### src/rtl/reorder_buffer_pkg.sv
// Shared CPU constants for the reorder buffer: sizing defaults, instruction-type
// encodings, the per-entry record and instruction-class helpers.
package reorder_buffer_pkg;

    localparam int ROB_DEPTH   = 16;
    localparam int ROB_TAG_W   = 4;
    localparam int INST_TYPE_W = 4;

    typedef enum logic [INST_TYPE_W-1:0] {
        INST_ALU  = 4'd0,
        INST_LOAD = 4'd1,
        INST_JAL  = 4'd2,
        INST_JALR = 4'd3,
        INST_BEQ  = 4'd4,
        INST_BNE  = 4'd5,
        INST_BLT  = 4'd6,
        INST_BGE  = 4'd7,
        INST_BLTU = 4'd8,
        INST_BGEU = 4'd9,
        INST_SB   = 4'd10,
        INST_SH   = 4'd11,
        INST_SW   = 4'd12
    } inst_type_e;

    typedef struct packed {
        inst_type_e  inst_type;
        logic [4:0]  rd;
        logic [31:0] pc;
        logic        pred_taken;
        logic [31:0] target;
        logic [31:0] value;
        logic [31:0] jumppc;
    } rob_entry_t;

    function automatic logic is_store(input inst_type_e t);
        return t inside {INST_SB, INST_SH, INST_SW};
    endfunction

    function automatic logic is_cond_branch(input inst_type_e t);
        return t inside {INST_BEQ, INST_BNE, INST_BLT, INST_BGE, INST_BLTU, INST_BGEU};
    endfunction

endpackage

### src/rtl/rob_branch_resolve.sv
// Combinational misprediction check and redirect target for the entry being
// committed at the head of the reorder buffer.
module rob_branch_resolve
    import reorder_buffer_pkg::*;
(
    input  inst_type_e  inst_type,
    input  logic [31:0] pc,
    input  logic        pred_taken,
    input  logic [31:0] target,
    input  logic [31:0] value,
    input  logic [31:0] jumppc,
    output logic        mispredict,
    output logic [31:0] redirect_pc
);

    logic actual_taken;

    // NOTE: every always_comb output gets a default first so no path infers a latch.
    always_comb begin
        actual_taken = 1'b0;
        mispredict   = 1'b0;
        redirect_pc  = pc + 32'd4;
        if (is_cond_branch(inst_type)) begin
            actual_taken = value[0];
            mispredict   = (actual_taken != pred_taken);
            redirect_pc  = actual_taken ? target : pc + 32'd4;
        end else if (inst_type == INST_JALR) begin
            mispredict  = (jumppc != target);
            redirect_pc = jumppc;
        end
    end

endmodule

### src/rtl/reorder_buffer.sv
// In-order retirement queue: allocates at tail, collects RS/SLB writebacks,
// commits the head and flushes on a mispredict. Option: ROB_COMMIT_BYPASS_EN.
module reorder_buffer
    import reorder_buffer_pkg::*;
#(
    parameter int DEPTH = ROB_DEPTH,
    parameter int TAG_W = ROB_TAG_W
) (
    input  logic                   clk,
    input  logic                   rst,
    input  logic                   rdy,
    input  logic                   alloc_valid,
    output logic                   alloc_ready,
    output logic [TAG_W-1:0]       alloc_tag,
    input  logic [INST_TYPE_W-1:0] alloc_type,
    input  logic [4:0]             alloc_rd,
    input  logic [31:0]            alloc_pc,
    input  logic                   alloc_pred_taken,
    input  logic [31:0]            alloc_target,
    input  logic                   rs_wb_valid,
    input  logic [TAG_W-1:0]       rs_wb_tag,
    input  logic [31:0]            rs_wb_value,
    input  logic                   rs_wb_jumppc_valid,
    input  logic [31:0]            rs_wb_jumppc,
    input  logic                   slb_wb_valid,
    input  logic [TAG_W-1:0]       slb_wb_tag,
    input  logic [31:0]            slb_wb_value,
    output logic                   commit_valid,
    output logic [TAG_W-1:0]       commit_tag,
    output logic [4:0]             commit_rd,
    output logic [31:0]            commit_value,
    output logic                   store_commit,
    output logic                   clear_flag,
    output logic [31:0]            redirect_pc
);

    logic [TAG_W-1:0] head, tail;
    logic [TAG_W:0]   count;
    logic [DEPTH-1:0] busy, ready;
    rob_entry_t       entries [DEPTH];

    rob_entry_t  head_entry;
    logic [31:0] head_value, head_jumppc;
    logic        head_ready;
    logic        do_alloc, do_commit, rs_hit, slb_hit;
    logic        mispredict;
    logic [31:0] resolved_pc;

    always_comb begin
        alloc_ready = !rst && rdy && !clear_flag && (count != (TAG_W+1)'(DEPTH));
        alloc_tag   = tail;
        do_alloc    = alloc_valid && alloc_ready;
        rs_hit      = !rst && rdy && !clear_flag && rs_wb_valid && busy[rs_wb_tag];
        slb_hit     = !rst && rdy && !clear_flag && slb_wb_valid && busy[slb_wb_tag];
        head_entry  = entries[head];
        head_value  = head_entry.value;
        head_jumppc = head_entry.jumppc;
        head_ready  = ready[head];
`ifdef ROB_COMMIT_BYPASS_EN
        // A writeback landing on the head is forwarded straight into this commit.
        if (rs_hit && rs_wb_tag == head) begin
            head_ready = 1'b1;
            head_value = rs_wb_value;
            if (rs_wb_jumppc_valid) head_jumppc = rs_wb_jumppc;
        end else if (slb_hit && slb_wb_tag == head) begin
            head_ready = 1'b1;
            head_value = slb_wb_value;
        end
`endif
        do_commit = !rst && rdy && !clear_flag && busy[head] && head_ready;
    end

    rob_branch_resolve u_resolve (
        .inst_type  (head_entry.inst_type),
        .pc         (head_entry.pc),
        .pred_taken (head_entry.pred_taken),
        .target     (head_entry.target),
        .value      (head_value),
        .jumppc     (head_jumppc),
        .mispredict (mispredict),
        .redirect_pc(resolved_pc)
    );

    always_ff @(posedge clk) begin
        if (rst) begin
            head         <= '0;
            tail         <= '0;
            count        <= '0;
            busy         <= '0;
            ready        <= '0;
            commit_valid <= 1'b0;
            commit_tag   <= '0;
            commit_rd    <= '0;
            commit_value <= '0;
            store_commit <= 1'b0;
            clear_flag   <= 1'b0;
            redirect_pc  <= '0;
        end else if (clear_flag) begin
            head         <= '0;
            tail         <= '0;
            count        <= '0;
            busy         <= '0;
            ready        <= '0;
            commit_valid <= 1'b0;
            store_commit <= 1'b0;
            clear_flag   <= 1'b0;
        end else if (rdy) begin
            commit_valid <= do_commit;
            store_commit <= do_commit && is_store(head_entry.inst_type);
            clear_flag   <= do_commit && mispredict;
            if (do_commit) begin
                commit_tag   <= head;
                commit_rd    <= (is_store(head_entry.inst_type) || is_cond_branch(head_entry.inst_type))
                                ? 5'd0 : head_entry.rd;
                commit_value <= head_value;
                redirect_pc  <= resolved_pc;
                busy[head]   <= 1'b0;
                head         <= head + TAG_W'(1);
            end
            if (do_alloc) begin
                busy[tail]  <= 1'b1;
                ready[tail] <= 1'b0;
                tail        <= tail + TAG_W'(1);
            end
            if (slb_hit) ready[slb_wb_tag] <= 1'b1;
            if (rs_hit)  ready[rs_wb_tag]  <= 1'b1;
            count <= count + (TAG_W+1)'(do_alloc) - (TAG_W+1)'(do_commit);
        end else begin
            commit_valid <= 1'b0;
            store_commit <= 1'b0;
            clear_flag   <= 1'b0;
        end
    end

    // NOTE: the payload array has no reset; busy/ready decide whether an entry means anything.
    always_ff @(posedge clk) begin
        if (do_alloc) begin
            entries[tail] <= '{inst_type:  inst_type_e'(alloc_type),
                               rd:         alloc_rd,
                               pc:         alloc_pc,
                               pred_taken: alloc_pred_taken,
                               target:     alloc_target,
                               value:      32'd0,
                               jumppc:     32'd0};
        end
        // RS is written last so it wins a same-tag collision with the SLB.
        if (slb_hit) entries[slb_wb_tag].value <= slb_wb_value;
        if (rs_hit) begin
            entries[rs_wb_tag].value <= rs_wb_value;
            if (rs_wb_jumppc_valid) entries[rs_wb_tag].jumppc <= rs_wb_jumppc;
        end
    end

endmodule

### config.mk
export PLATFORM = sky130hd
export DESIGN_NAME = reorder_buffer
export DESIGN_NICKNAME = d
export VERILOG_FILES = /design/src/rtl/reorder_buffer_pkg.sv /design/src/rtl/rob_branch_resolve.sv /design/src/rtl/reorder_buffer.sv
export SDC_FILE = /design/constraint.sdc
export NUM_CORES = 2
export LEC_CHECK = 0
export ABC_AREA = 1
export BUFFER_PORTS_ARGS = -buffer_cell sky130_fd_sc_hd__buf_2
export CORE_MARGIN = 2
export CORE_UTILIZATION = 46
export DETAILED_ROUTE_END_ITERATION = 7
export PLACE_DENSITY_LB_ADDON = 0.12
export SLEW_MARGIN = 30
export SYNTH_ARGS = -nofsm -noshare
export SYNTH_HDL_FRONTEND = slang
export SYNTH_SLANG_ARGS = --single-unit
export TNS_END_PERCENT = 30
### constraint.sdc
create_clock -name clk -period 7.37 [get_ports clk]
set_input_delay 0.737 -clock clk [delete_from_list [all_inputs] [get_ports clk]]
set_output_delay 0.737 -clock clk [all_outputs]
set_load 0.005 [all_outputs]
# [After elaboration in Yosys (flattened, before gate mapping)]
# Memories as Yosys holds them, arrays and structs flattened. A register that Yosys moved wholly into a read port is not among the register bits.
# Index checks and enable logic that the tools add are counted.
[word_totals] mem_count=1 word_cells=121 ramBits=2208 out_inout_bits=81 ff_bits=121 in_bits=185
[classes] addsub=5 n_eq_ne=13 bitwise_logic=9 n_lt_le_gt_ge=8 muxes=47 n_reduce_logical=26
[memory_table] name="entries" words=16 width=138 read_ports=1 rd_ports_with_merged_regs=1 wr=3 line_no="reorder_buffer.sv:40" source="rob_entry_t entries [DEPTH];"
[op_table] operator="$mux W16" n=14
[op_table] operator="$mux W32" n=3
[op_table] operator="$or A16 B16 Y16" n=3
[op_table] operator="$add A32 B3 Y32 const B" n=1
[op_table] operator="$and A16 B16 Y16" n=2
[op_table] operator="$ne A32 B32 Y1" n=1
[op_table] operator="$not A16 Y16" n=2
[op_table] operator="$eq A4 B4 Y1 const B" n=5
[op_table] operator="$lt A4 B5 Y1 const B" n=4
[op_table] operator="$mux W1" n=19
[op_table] operator="$bmux W1 S4" n=4
[op_table] operator="$demux W1 S4" n=4
[op_table] operator="$eq A4 B3 Y1 const B" n=4
[op_table] operator="$ge A4 B1 Y1 const B" n=4
[op_table] operator="$logic_and A1 B1 Y1" n=16
[op_table] operator="$add A4 B1 Y4 const B" n=2
[op_table] operator="$mux W4" n=2
[op_table] operator="$reduce_bool A6 Y1" n=1
[op_table] operator="$add A5 B1 Y5" n=1
[op_table] operator="$mux W5" n=1
[op_table] operator="$ne A5 B5 Y1 const B" n=1
[op_table] operator="$sub A5 B1 Y5" n=1
[op_table] operator="$eq A4 B2 Y1 const B" n=1
[op_table] operator="$reduce_and A2 Y1" n=2
[op_table] operator="other kinds (8)" n=10

# [Logic depth before layout (Yosys ltp)]
[logic_depth] word_depth=17 depth_mapped=24

# [Hierarchy]
# From an unflattened synthesis, not the netlist that was laid out.
[hier_totals] hier_cells=10356 hier_area_um2=105508.7
[by_module_without_submodules] mod="reorder_buffer" instances=1 area_per_inst_um2=103005.0 cells_per_inst=9833
[by_module_without_submodules] mod="rob_branch_resolve" instances=1 area_per_inst_um2=2503.7 cells_per_inst=523

# [Worst setup path after synthesis]
# OpenSTA, ideal clock, no wires.
[synth_path] kind="input -> register" startpoint="in rdy" endpoint="mem entries[11][32] (netlist bit), enable pin" arrival_time_ns=6.412 slack_ns=0.564 n_path_buf=1 stages=11 path_cell_list="clkbuf_2 clkinv_1 nor2_1 inv_1 a31oi_1 nand2_2 inv_2 nand2_2 nor2_1 inv_1 nand3_1"
[synth_lines] element="from (decl)" line_no="reorder_buffer.sv:11" source="input logic rdy,"
[synth_lines] element="to (decl)" line_no="reorder_buffer.sv:40"

==> impl_results.md <==
* Die area at around 0.23 mm2
* Die Span X at approximately 480 um
* Worst slew margin at 24.2%
* Initial antenna violation count at 30
* Worst Skew at between 0.05 and 0.06 ns
* CTS clock-pin slew for the worst setup and hold paths at 0.06 ns
* Synth-to-layout area growth at 10.5%
* Congestion Overflow GR at 0
* Detail Route Antenna Nets at 0
* Maximum number of pins on one net before global-route repair at between 150 and 200
* Root Buffer: clkbuf_16
* Synthesized flop and latch total at 2333
* Cell area after technology mapping at 0.102 mm2
* Critical path arrival at approximately 5.3 ns
* Net Count, Synth at just under 10000
* First-pass GRT wire length at ~500 mm
* Vias at roughly 76000
* GPL Wtd Cong at about 0.94
* Buffers on Ports at approximately 270
* CTS tree: yes
* CP Data Required Time at just over 8 ns
* FMAX at roughly 0.22 GHz
* Final hold violation count at 0
* FF-to-FF path depth at 11
* Worst hold path class: in -> reg
* Final Worst Setup Slack at approximately 2.8 ns
* # hold bufs at CTS at 0
* Minimum clock period at between 4 and 5 ns
* Ys flop type: edfxtp_1
* Post-CTS Repair Setup Buffers at 0
* TritonCTS buffer count at 240
* IO Count at 266
* Total track usage at between 30% and 40%
* Vias in the first global route at 71208
* Vias/cell at between 5 and 6
* # DRC at 0
* Distinct cells, synth at 43
* Routed WL at around 350 mm
* CP endpoint kind: register
* Post_cts resized at 0
* Least-Margin Pin Slew at ~1.1 ns
* Fin crit share at around 61%
* DR iter-0 viols at around 9700
* Leakage Power at approximately 42 nW
* Cells after Synth at 9698
* Post-synth ARST share at 0%
* Max FO, Critical Path at approximately 140
* Clock buffer depth at 3
* Worst-skew pair later-pin latency at 0.91 ns
* Clock Sinks at about 2300
* Peak supply drop at about 0.24 mV
* H-tree levels at 4
* Share of cells above drive strength 1 at around 8.8%
* Maxcap violations at 0
* Worst R2R Setup Slack at 2.84 ns
* Place WS at 2.33 ns
* Max Slew Vio Count at 0
* FILL cells at ~20000
* Hold path start: rdy
* RSZ-0062 raised after global routing: false
* Layout net count at 9778
* Final Setup Violations at 0
* Hold Path Cell Cnt at 2
* Hold endpoint: count[1]
* DPL Wire Length at just over 200 mm
* Setup TNS at 0 ns
* Warnings from Yosys at 0
* Startpoint types: register
* Die Ht at approximately 480 um
* Worst Path Class, Setup: reg -> reg
* R2r endpoint: clear_flag
* Core Footprint at approximately 0.22 mm2
* Row cnt at roughly 170
* Starting Density at 46.2%
* Sequential fraction of the synthesis area at approximately 67%
* Hold Slack at just over 0.2 ns
* Pwr Density at between 200 and 250 mW/mm2
* Drt wl/cell at approximately 27 um
* Number of synthesized flops with an enable pin at between 2000 and 2500
* Drt pass-1 iters at 7
* Post-Synthesis Mean Instance Area at approximately 11 um2
* Status: completed
* Final core utilization at 51.1%
critical path, cell delays in order (launching register included):
cell and delay (ns):
dfxtp_4 0.69, buf_12 0.46, buf_12 0.53, o21ai_0 0.19, o221ai_1 0.40, nand3_1 0.13
nand2_1 0.09, buf_4 0.33, inv_2 0.42, xor2_1 0.27, o21ai_0 0.09, a21oi_1 0.37
registers in the layout, summed over array words and instances, names as in the netlist, named ones only:
name	count
alloc_tag	4
busy	16
clear_flag	1
commit_rd	5
commit_tag	4
commit_valid	1
commit_value	32
count	5
entries	2208
head	4
ready	16
redirect_pc	32
store_commit	1
cell type report:
class / instances / area [um2] / share of cell area [%]
Tap cell: 2975 / 3720 / 3.29
Clock inverter: 126 / 1010 / 0.893
Multi-Input combinational cell: 6148 / 28700 / 25.4
Sequential cell: 2333 / 68800 / 60.8
Antenna cell: 14 / 35.0 / 0.0310
Clock buffer: 332 / 6540 / 5.78
Timing Repair Buffer: 393 / 2490 / 2.20
Inverter: 461 / 1840 / 1.63
layer usage:
| layer | vias to the layer above | routed length, um | track usage (%) |
|---|---|---|---|
| met5 | - | 86 | 0 |
| met4 | 14 | 18300 | 14.5 |
| met3 | 624 | 30600 | 5.64 |
| met2 | 3855 | 160000 | 47.0 |
| met1 | 37536 | 140000 | 41.0 |
| li1 | 34023 | - | - |
cell usage after synthesis, drive strengths merged, types with 15 or more instances:
cell    number  area, um2
edfxtp    2208      66300
nand2     1755       6600
nor2      1568       5910
nand3      924       4620
o21ai      841       4210
o22ai      688       4300
inv        459       1730
buf        395       2190
clkbuf     361       1360
o211ai     150       1130
dfxtp      125       2500
a21oi      103        515
o221ai      35        307
nand4       19        119
ha          15        188
kinds of logic after synthesis:
logic type	synth area share, %
xor+xnor	0.111
compound gates	10.4
buf+inv	5.16
fa+ha+maj	0.203
simple gates	16.9
flops	67.2
how the worst max path moves through the flow:
stage | slack (ns) | depth (start not counted) | from | end
after floorplan | 0.56 | 11 | rdy | entries[11][32]
after global placement | 2.15 | 13 | rst | entries[4][40]
after detailed placement | 2.33 | 13 | rst | entries[8][18]
after CTS | 2.78 | 12 | clear_flag | entries[8][0]
after global routing | 2.56 | 12 | clear_flag | entries[8][40]
final | 2.84 | 11 | register | clear_flag
power by group:
part / switching (mW) / total (mW) / internal, mW
registers: 0.0114 / 14.4 / 14.4
logic: 0.577 / 0.697 / 0.120
clock network: 5.32 / 11.8 / 6.46
cells in the final DEF (no fill, tap or decap), types with 8 or more instances in the layout:
cell,n
dfxtp_1,121
nor2_2,8
ha_1,15
clkinv_2,44
buf_4,112
clkbuf_1,75
o21ai_0,823
inv_2,24
a21oi_1,103
nand2_1,1713
inv_1,417
o211ai_1,150
edfxtp_1,2208
o21ai_1,17
o221ai_1,35
o22ai_1,688
nand4_1,19
nand3_1,895
clkinv_1,60
clkbuf_16,242
nand2_4,18
nor2_1,1551
nor2_4,9
clkbuf_8,15
nand2_2,24
diode_2,14
xor2_1,9
inv_8,9
nand3_2,26
buf_12,16
buf_2,265
per-stage QoR:
step | cells | power (mW) | cell area (um2)
finish | 12782 | 26.9 | 113000
detailed placement | 12310 | 15.4 | 106000
CTS | 12768 | 27.0 | 113000
floorplan | 9698 | 15.0 | 102000
global route | 12775 | 27.6 | 113000
global placement | 12310 | 15.4 | 105000
Power figures use the tool's default switching activity.
